[src/rtl/mpsoc_mpram_arbiter.sv]
// Round-robin arbiter sharing one SRAM request port between PORTS requesters,
// with capped locked bursts and a one-cycle tagged read-data return.
module mpsoc_mpram_arbiter #(
    parameter int PORTS          = 2,
    parameter int AXI_ADDR_WIDTH = 32,
    parameter int AXI_DATA_WIDTH = 16,
    parameter int MAX_BURST      = 16
) (
    input  logic                                clk_i,
    input  logic                                rst_i,
    input  logic [PORTS-1:0]                    m_req_i,
    input  logic [PORTS-1:0]                    m_lock_i,
    input  logic [PORTS-1:0]                    m_we_i,
    input  logic [PORTS*AXI_ADDR_WIDTH-1:0]     m_addr_i,
    input  logic [PORTS*AXI_DATA_WIDTH/8-1:0]   m_be_i,
    input  logic [PORTS*AXI_DATA_WIDTH-1:0]     m_data_i,
    output logic [PORTS-1:0]                    m_gnt_o,
    output logic [PORTS-1:0]                    m_rvalid_o,
    output logic [AXI_DATA_WIDTH-1:0]           m_rdata_o,
    output logic                                req_o,
    output logic                                we_o,
    output logic [AXI_ADDR_WIDTH-1:0]           addr_o,
    output logic [AXI_DATA_WIDTH/8-1:0]         be_o,
    output logic [AXI_DATA_WIDTH-1:0]           data_o,
    input  logic [AXI_DATA_WIDTH-1:0]           data_i
);

    localparam int IW  = (PORTS > 1) ? $clog2(PORTS) : 1;
    localparam int BW  = $clog2(MAX_BURST + 1);
    localparam int BEW = AXI_DATA_WIDTH / 8;
    localparam logic [BW-1:0] BURST_CAP = BW'(MAX_BURST);
    localparam logic [IW-1:0] LAST_PORT = IW'(PORTS - 1);

    logic [IW-1:0]    last_q, last_d;
    logic             locked_q, locked_d;
    logic [IW-1:0]    owner_q, owner_d;
    logic [BW-1:0]    beat_q, beat_d;
    logic [PORTS-1:0] rd_q, rd_d;

    logic [AXI_ADDR_WIDTH-1:0] addr_arr [PORTS];
    logic [AXI_DATA_WIDTH-1:0] data_arr [PORTS];
    logic [BEW-1:0]            be_arr   [PORTS];

    logic          lock_hit;
    logic          grant_valid;
    logic          rr_found;
    logic [IW-1:0] rr_idx;
    logic [IW-1:0] scan_idx;
    logic [IW-1:0] win_idx;

    for (genvar gi = 0; gi < PORTS; gi++) begin : g_unpack
        assign addr_arr[gi] = m_addr_i[gi*AXI_ADDR_WIDTH +: AXI_ADDR_WIDTH];
        assign data_arr[gi] = m_data_i[gi*AXI_DATA_WIDTH +: AXI_DATA_WIDTH];
        assign be_arr[gi]   = m_be_i[gi*BEW +: BEW];
    end

    // Lock owner keeps the port while requesting and under the cap;
    // otherwise scan starting one past the last granted port.
    always_comb begin
        lock_hit = locked_q && m_req_i[owner_q] && (beat_q < BURST_CAP);
        rr_found = 1'b0;
        rr_idx   = '0;
        scan_idx = '0;
        for (int i = 1; i <= PORTS; i++) begin
            scan_idx = IW'((int'(last_q) + i) % PORTS);
            if (!rr_found && m_req_i[scan_idx]) begin
                rr_found = 1'b1;
                rr_idx   = scan_idx;
            end
        end
        win_idx     = lock_hit ? owner_q : rr_idx;
        grant_valid = (|m_req_i) && !rst_i;
    end

    always_comb begin
        m_gnt_o = '0;
        req_o   = 1'b0;
        we_o    = 1'b0;
        addr_o  = '0;
        be_o    = '0;
        data_o  = '0;
        if (grant_valid) begin
            m_gnt_o[win_idx] = 1'b1;
            req_o            = 1'b1;
            we_o             = m_we_i[win_idx];
            addr_o           = addr_arr[win_idx];
            be_o             = be_arr[win_idx];
            data_o           = data_arr[win_idx];
        end
    end

    always_comb begin
        last_d   = last_q;
        locked_d = locked_q;
        owner_d  = owner_q;
        beat_d   = beat_q;
        rd_d     = '0;
        if (grant_valid) begin
            last_d           = win_idx;
            owner_d          = win_idx;
            rd_d[win_idx]    = !m_we_i[win_idx];
            if ((win_idx != owner_q) || !locked_q) begin
                beat_d = BW'(1);
            end else begin
                beat_d = beat_q + BW'(1);
            end
            // The beat that reaches the cap releases the lock regardless of m_lock_i.
            locked_d = m_lock_i[win_idx] && (beat_d < BURST_CAP);
        end else begin
            locked_d = 1'b0;
        end
    end

    always_ff @(posedge clk_i) begin
        if (rst_i) begin
            last_q   <= LAST_PORT;
            locked_q <= 1'b0;
            owner_q  <= '0;
            beat_q   <= '0;
            rd_q     <= '0;
        end else begin
            last_q   <= last_d;
            locked_q <= locked_d;
            owner_q  <= owner_d;
            beat_q   <= beat_d;
            rd_q     <= rd_d;
        end
    end

    assign m_rvalid_o = rd_q;
    assign m_rdata_o  = data_i;

endmodule

[config.mk]
export PLATFORM = sky130hd
export DESIGN_NAME = mpsoc_mpram_arbiter
export DESIGN_NICKNAME = d
export VERILOG_FILES = /design/src/rtl/mpsoc_mpram_arbiter.sv
export SDC_FILE = /design/constraint.sdc
export NUM_CORES = 1
export LEC_CHECK = 0
export ABC_AREA = 1
export CORE_MARGIN = 10
export CORE_UTILIZATION = 26
export CTS_BUF_LIST = sky130_fd_sc_hd__clkbuf_16
export CTS_CLUSTER_SIZE = 8
export DETAILED_ROUTE_END_ITERATION = 7
export GPL_TIMING_DRIVEN = 0
export PLACE_DENSITY = 0.95
export SLEW_MARGIN = 20
export SYNTH_ARGS = -nofsm -noshare
export SYNTH_HDL_FRONTEND = slang
export SYNTH_SLANG_ARGS = --single-unit
[constraint.sdc]
create_clock -name clk_i -period 4.05 [get_ports clk_i]
set_clock_uncertainty 0.05 [all_clocks]
set_input_delay 0.81 -clock clk_i [delete_from_list [all_inputs] [get_ports clk_i]]
set_output_delay 0.81 -clock clk_i [all_outputs]
set_load 0.05 [all_outputs]
==> summary.md, run 1 <==
| Metric | Value |
|---|---|
| Die area | 0.008370 mm2 |
| First-pass GRT wire length | 11610 um |
| Initial DRT Pass Iterations | 4 |
| Initial antenna violation count | 0 |
| N_diodes | 0 |
| Fill cells | 395 |
| CTS Buffer Depth | 2 |
| Mean post-synth cell area | 5.491 um2 |
| Count leader, synth | nand2_1 |
| Post-synthesis sequential area ratio | 0.1507 |
| M1 GR Usage | 0.1681 |
| Starting Density | 0.2741 |
| Compound-gate portion of the synthesized area | 0.03107 |
| Peak supply drop | 0.3272 mV |
| CP arrival | 3.03 ns |
| Share of layout cells above drive strength 1 | 0.1108 |
| Status | finished, final reports clean |
| RR Startpoint | beat_q[4] |
| Synth top area cells | nand2_1 (43%), dfxtp_1 (15%), buf_4 (12%) |
| Grt peak-use layer | met2 |
| First DRT Iteration DRCs | 61 |
| Fin. Hold Viols | 0 |
| Power per Cell Area | 244.2 mW/mm2 |
| Root buffer cell | clkbuf_16 |
| Vias | 2153 |
| Post-Route WL | 7544 um |
| Post-Syn Nets | 367 |
| Synth Cell Area | 0.001329 mm2 |
| HP Class | reg -> reg |
| Relative slew slack | 0.6401 |
| GR Util met2 | 0.3140 |
| Setup TNS | 0 ns |
| Least-Margin Pin Slew | 0.5381 ns |
| Total grt overflow | 0 |
| RSZ-0062 raised after global routing | no |
| DRC violations left | 0 |
| Setup violations, final | 0 |
| Port bufs | 179 |
| Final #Nets | 551 |
| Placer congestion estimate | 0.8123 |
| Post-synth top area share | 0.4294 |
| Hold_sp | last_q |
| Final min period | 3.893 ns |
| Adder-Cell Fraction of Synth Area | 0.009416 |
| Most common library cells after synthesis | nand2_1 (152), buf_4 (21), dfxtp_1 (10), nor2_1 (9), nand2_2 (8) |
| Synth Area in XOR/XNOR | 0.01977 |
| DR WL/cell | 15.36 um |
| Main combinational cell family by area after synthesis | simple AND/OR/NAND/NOR gates |
| Fraction of registers with async set/reset | 0 |
| Die Y | 91.49 um |
| Row cnt | 25 |
| CP required | 3.19 ns |
| HPWL after DPL | 6648 um |
| CTS tree | built |
| Tcrit/Tclk final | 0.9612 |
| Fmax | 256.9 MHz |
| Seq cells post-synth | 10 |
| Worst Setup Start Kind | input port |
| Main synth FF type | dfxtp_1 |
| Vias per cell | 4.385 |
| LEAKAGE | 1.510 nW |
| Synth Area in Simple Gates | 0.5895 |
| Number of gates resized after cts | 0 |
| Yosys top cell by area | nand2_1 |
| Crit path max fanout | 10 |
| Die width | 91.49 um |
| Placed cell count | 488 |
| Post-synth cell types | 24 |
| Vias in the first global route | 2290 |
| Clk_lat worst skew | 0.24 ns |
| Synthesis-to-layout area growth | 146.8% |
| Fin cells | 491 |
| CTS sink cnt | 10 |
| Mapped Cells | 242 |
| Register area | 200.2 um2 |
| Post-CTS Setup Repair Bufs | 0 |
| Routed Antenna Nets | 0 |
| Core Area | 0.004848 mm2 |
| Worst-path clk slew | 0.04 ns |
| Setup crit end kind | output pin |
| Post-synthesis mux area share | 0 |
| Max Cap Viol | 0 |
| Largest net degree at the start of global routing | 11 |
| Area of the multi-input gates | 863.3 um2 |
| Crit path kind | in -> out |
| Synth warn | 0 |
| Met3 global-route usage | 0.06914 |
| Pins over their slew limit | 0 |
| # hold bufs at CTS | 0 |
| Ports | 196 |
| GRT Total Usage | 0.1673 |
| Max H-tree Level | 1 |
| Critical path origin | m_req_i[1] |
| Clock buffer count from CTS | 3 |
| EDFF count, synth | 0 |
## cells by family (layout without fill, tap and decap cells)
kind of cell,Yosys count,after routing
simple gates,184,184
xor+xnor,3,3
buf+inv,36,218
compound gates,8,8
fa+ha+maj,1,1
flops,10,10
## sequential cells by signal (all words and copies together) (netlist names)
name        cells
owner_q         1
last_q          1
beat_q          5
locked_q        1
m_rvalid_o      2
## per-layer routing
metal | part of all wire | vias to the layer above
met3 | 0.11 | 11
met5 | 0 | -
li1 | - | 1085
met2 | 0.51 | 120
met4 | 0.012 | 0
met1 | 0.36 | 937
## power breakdown
group          total, W  switching (W)  internal [W]
sequential     0.000108     0.00000381      0.000104
combinational  0.000517       0.000296      0.000222
clock          0.000175      0.0000471      0.000128
## worst max-delay path, stage by stage
cell             delay, ns
clkdlybuf4s50_1       0.57
nor2_2                0.11
nor2_8                0.16
inv_4                 0.08
nor2_8                0.19
buf_6                 0.17
nand2_1               0.06
nand2_1               0.06
clkdlybuf4s50_1       0.82
## final timing paths
kind | to | slack [ns] | cells after the start
worst min register to register | last_q | 0.42 | 2
worst max register to register | last_q | 2.67 | 8
worst min-delay path | last_q | 0.42 | 2
worst max-delay path | addr_o[17] | 0.16 | 9
## cells in the final DEF, fill, tap and decap left out, drive strengths merged
cell           synthesis  layout
a31oi                  1       1
buf                   26      26
ha                     1       1
nor3                   1       1
o21ai                  4       4
xor2                   2       2
clkdlybuf4s50          0     179
dfxtp                 10      10
a21oi                  3       3
or2                    1       1
inv                   10      10
xnor2                  1       1
clkbuf                 0       3
nand3                  5       5
nor2                  12      12
nand4                  3       3
nand2                162     162
## through the flow
| step | hold WS, ns | total power [W] | instance area [um2] | setup slack [ns] | utilization |
|---|---|---|---|---|---|
| after detailed placement | 0.4168 | 0.0006295 | 3204 | 0.1457 | 0.6609 |
| after floorplan | 0.3955 | 0.0003994 | 1329 | 1.231 | - |
| after global routing | 0.4569 | 0.0008354 | 3279 | 0.01023 | 0.6764 |
| final | 0.4216 | 0.0008008 | 3279 | 0.1570 | 0.6764 |
| after CTS | 0.4223 | 0.0008037 | 3279 | 0.1269 | 0.6764 |
| after global placement | 0.4064 | 0.0006229 | 3204 | 0.1681 | 0.6609 |
## final cells by class
| class | count | area share |
|---|---|---|
| Clock buffer | 3 | 0.02289 |
| Multi-Input combinational cell | 196 | 0.2633 |
| Timing Repair Buffer | 179 | 0.5464 |
| Inverter | 10 | 0.01450 |
| Sequential cell | 10 | 0.06105 |
| Tap cell | 67 | 0.02556 |
| Buffer | 26 | 0.06639 |
Power figures use the tool's default switching activity.
==> inputs of run 2 (changes only) <==
Settings changed: CORE_UTILIZATION 26 to 31, DONT_BUFFER_PORTS from default to 1, PLACE_DENSITY 0.95 to 0.55, TNS_END_PERCENT from default to 20.
==> run 2 against run 1 <==
Against the previous run: critical endpoint is now be_o[0]; die area down 13%; sequential power up 4%; first-iteration DRC count down 38%; critical path type unchanged; register-to-register slack worse by 0.06 ns; global-route usage down 2.9 points.
==> summary.md, run 2 (synthesized netlist as in run 1, its figures left out) <==
| Metric | Value |
|---|---|
| Status | finished, final reports clean |
| CP required | 3.19 ns |
| HPWL after DPL | 5212 um |
| Max Cap Viol | 0 |
| Vias per cell | 4.949 |
| Setup violations, final | 0 |
| Largest net degree at the start of global routing | 11 |
| Die Y | 85.47 um |
| Starting Density | 0.3252 |
| RR Startpoint | beat_q[4] |
| Power per Cell Area | 403.2 mW/mm2 |
| Tcrit/Tclk final | 0.7345 |
| Fin. Hold Viols | 0 |
| Setup crit end kind | output pin |
| Initial DRT Pass Iterations | 4 |
| Vias | 1460 |
| CP arrival | 2.11 ns |
| Setup TNS | 0 ns |
| Number of gates resized after cts | 0 |
| Total grt overflow | 0 |
| Crit path max fanout | 10 |
| Crit path cell chain | nor2_2 > nor2_8 > inv_4 > nor2_8 > buf_8 > nand2_2 > nand2_1 |
| Core Area | 0.004086 mm2 |
| CTS tree | built |
| Highest-count cells in the layout ignoring fill and taps | nand2_1 (152), buf_4 (21), dfxtp_1 (10), nor2_1 (9), nand2_2 (8) |
| RSZ-0062 raised after global routing | no |
| Share of layout cells above drive strength 1 | 0.1918 |
| CTS sink cnt | 10 |
| Row cnt | 23 |
| Max reg flops | 5 |
| First DRT Iteration DRCs | 38 |
| DR WL/cell | 19.90 um |
| Post-Route WL | 5870 um |
| N_diodes | 0 |
| Routed Antenna Nets | 0 |
| Clock buffer count from CTS | 3 |
| Synthesis-to-layout area growth | 10.36% |
| Crit path kind | in -> out |
| Post-CTS Setup Repair Bufs | 0 |
| Reg with most FFs | beat_q |
| Most common cell after layout, fill and taps aside | nand2_1 |
| Cell family with most CP delay | simple AND/OR/NAND/NOR gates |
| CTS Buffer Depth | 2 |
| First-pass GRT wire length | 8390 um |
| DRC violations left | 0 |
| Max stage delay on crit path | 0.38 ns |
| Critical path origin | m_req_i[1] |
| Pins over their slew limit | 0 |
| Slowest-stage cell, CP | nand2_1 |
| Worst-path clk slew | 0.04 ns |
| Die width | 85.47 um |
| LEAKAGE | 0.8274 nW |
| Port bufs | 0 |
| Initial antenna violation count | 0 |
| Relative slew slack | 0.4030 |
| Placer congestion estimate | 0.7587 |
| Worst Setup Start Kind | input port |
| Max H-tree Level | 1 |
| # hold bufs at CTS | 0 |
| Post-layout util | 0.3588 |
| Fill cells | 464 |
| WP buf/inv | 2 |
| Final #Nets | 372 |
| Root buffer cell | clkbuf_16 |
| Fmax | 336.2 MHz |
| Hold_sp | last_q |
| Die area | 0.007305 mm2 |
| Final min period | 2.975 ns |
| Least-Margin Pin Slew | 0.8921 ns |
| Ports | 196 |
| Clk_lat worst skew | 0.23 ns |
| HP Class | reg -> reg |
| GRT Total Usage | 0.1384 |
| Vias in the first global route | 1546 |
| Crit-path most repeated cell | nor2_8 |
| Peak supply drop | 0.2581 mV |
run 2: stage by stage:
step                hold WS (ns)  power [W]  instance area [um2]  instances  worst slack [ns]
global route              0.4513  0.0006182                 1466        295             1.001
floorplan                 0.3955  0.0003994                 1329        242             1.231
detailed placement        0.4169  0.0004273                 1391        292             1.052
finish                    0.4173  0.0005912                 1466        295             1.075
global placement          0.4149  0.0004271                 1391        292             1.052
CTS                       0.4245  0.0005981                 1466        295             1.052
run 2: final timing paths:
kind              endpoint  slack (ns)  depth (start not counted)
hold reg to reg     last_q        0.42                          2
hold / removal      last_q        0.42                          2
setup / recovery   be_o[0]        1.08                          7
setup reg to reg    last_q        2.61                          9
run 2: cell type report:
class                      instances  area, um2  share of cell area
tap                               50      62.56             0.04266
multi-input combinational        196      863.3              0.5887
buffer                            26      217.7              0.1485
sequential                        10      200.2              0.1365
clock buffer                       3      75.07             0.05119
inverter                          10      47.55             0.03242
run 2: worst min-delay path, cell delays in order, from the launching register on:
cell and delay, ns:
dfxtp_1 0.29, inv_1 0.06, a31oi_1 0.07
run 2: report_power, final:
part,switching [W],internal (W),leakage (nW)
sequential,0.00000713,0.000105,0.0823
combinational,0.000260,0.0000502,0.708
clock,0.0000413,0.000128,0.0370
total,0.000309,0.000282,0.827
run 2: layer usage:
layer | vias up | wire [um] | track usage | part of all wire
met1 | 614 | 2066 | 0.1364 | 0.35
met4 | 0 | 82 | 0.04341 | 0.014
met5 | - | 0 | 0 | 0
met2 | 113 | 2878 | 0.2377 | 0.49
li1 | 723 | - | - | -
met3 | 10 | 842 | 0.08222 | 0.14
==> inputs of run 3 (changes only) <==
Clock period 4.05 ns to 2.8 ns, I/O delays scaled along.
==> results of run 3 <==
The final DEF is identical to that of run 2. Status: finished, final reports clean.
Among the figures that moved: setup slack after placement 1.052 ns -> 0.3018 ns; setup slack after layout 1.075 ns -> 0.2743 ns; hold slack 0.4173 ns -> 0.3410 ns; start point of the critical path m_req_i[1] -> locked_q; register-to-register setup slack 2.61 ns -> 1.36 ns; end point of the worst hold path last_q -> beat_q[1]; total power 0.0005912 W -> 0.0008551 W; worst IR drop on VDD 0.2581 mV -> 0.3733 mV
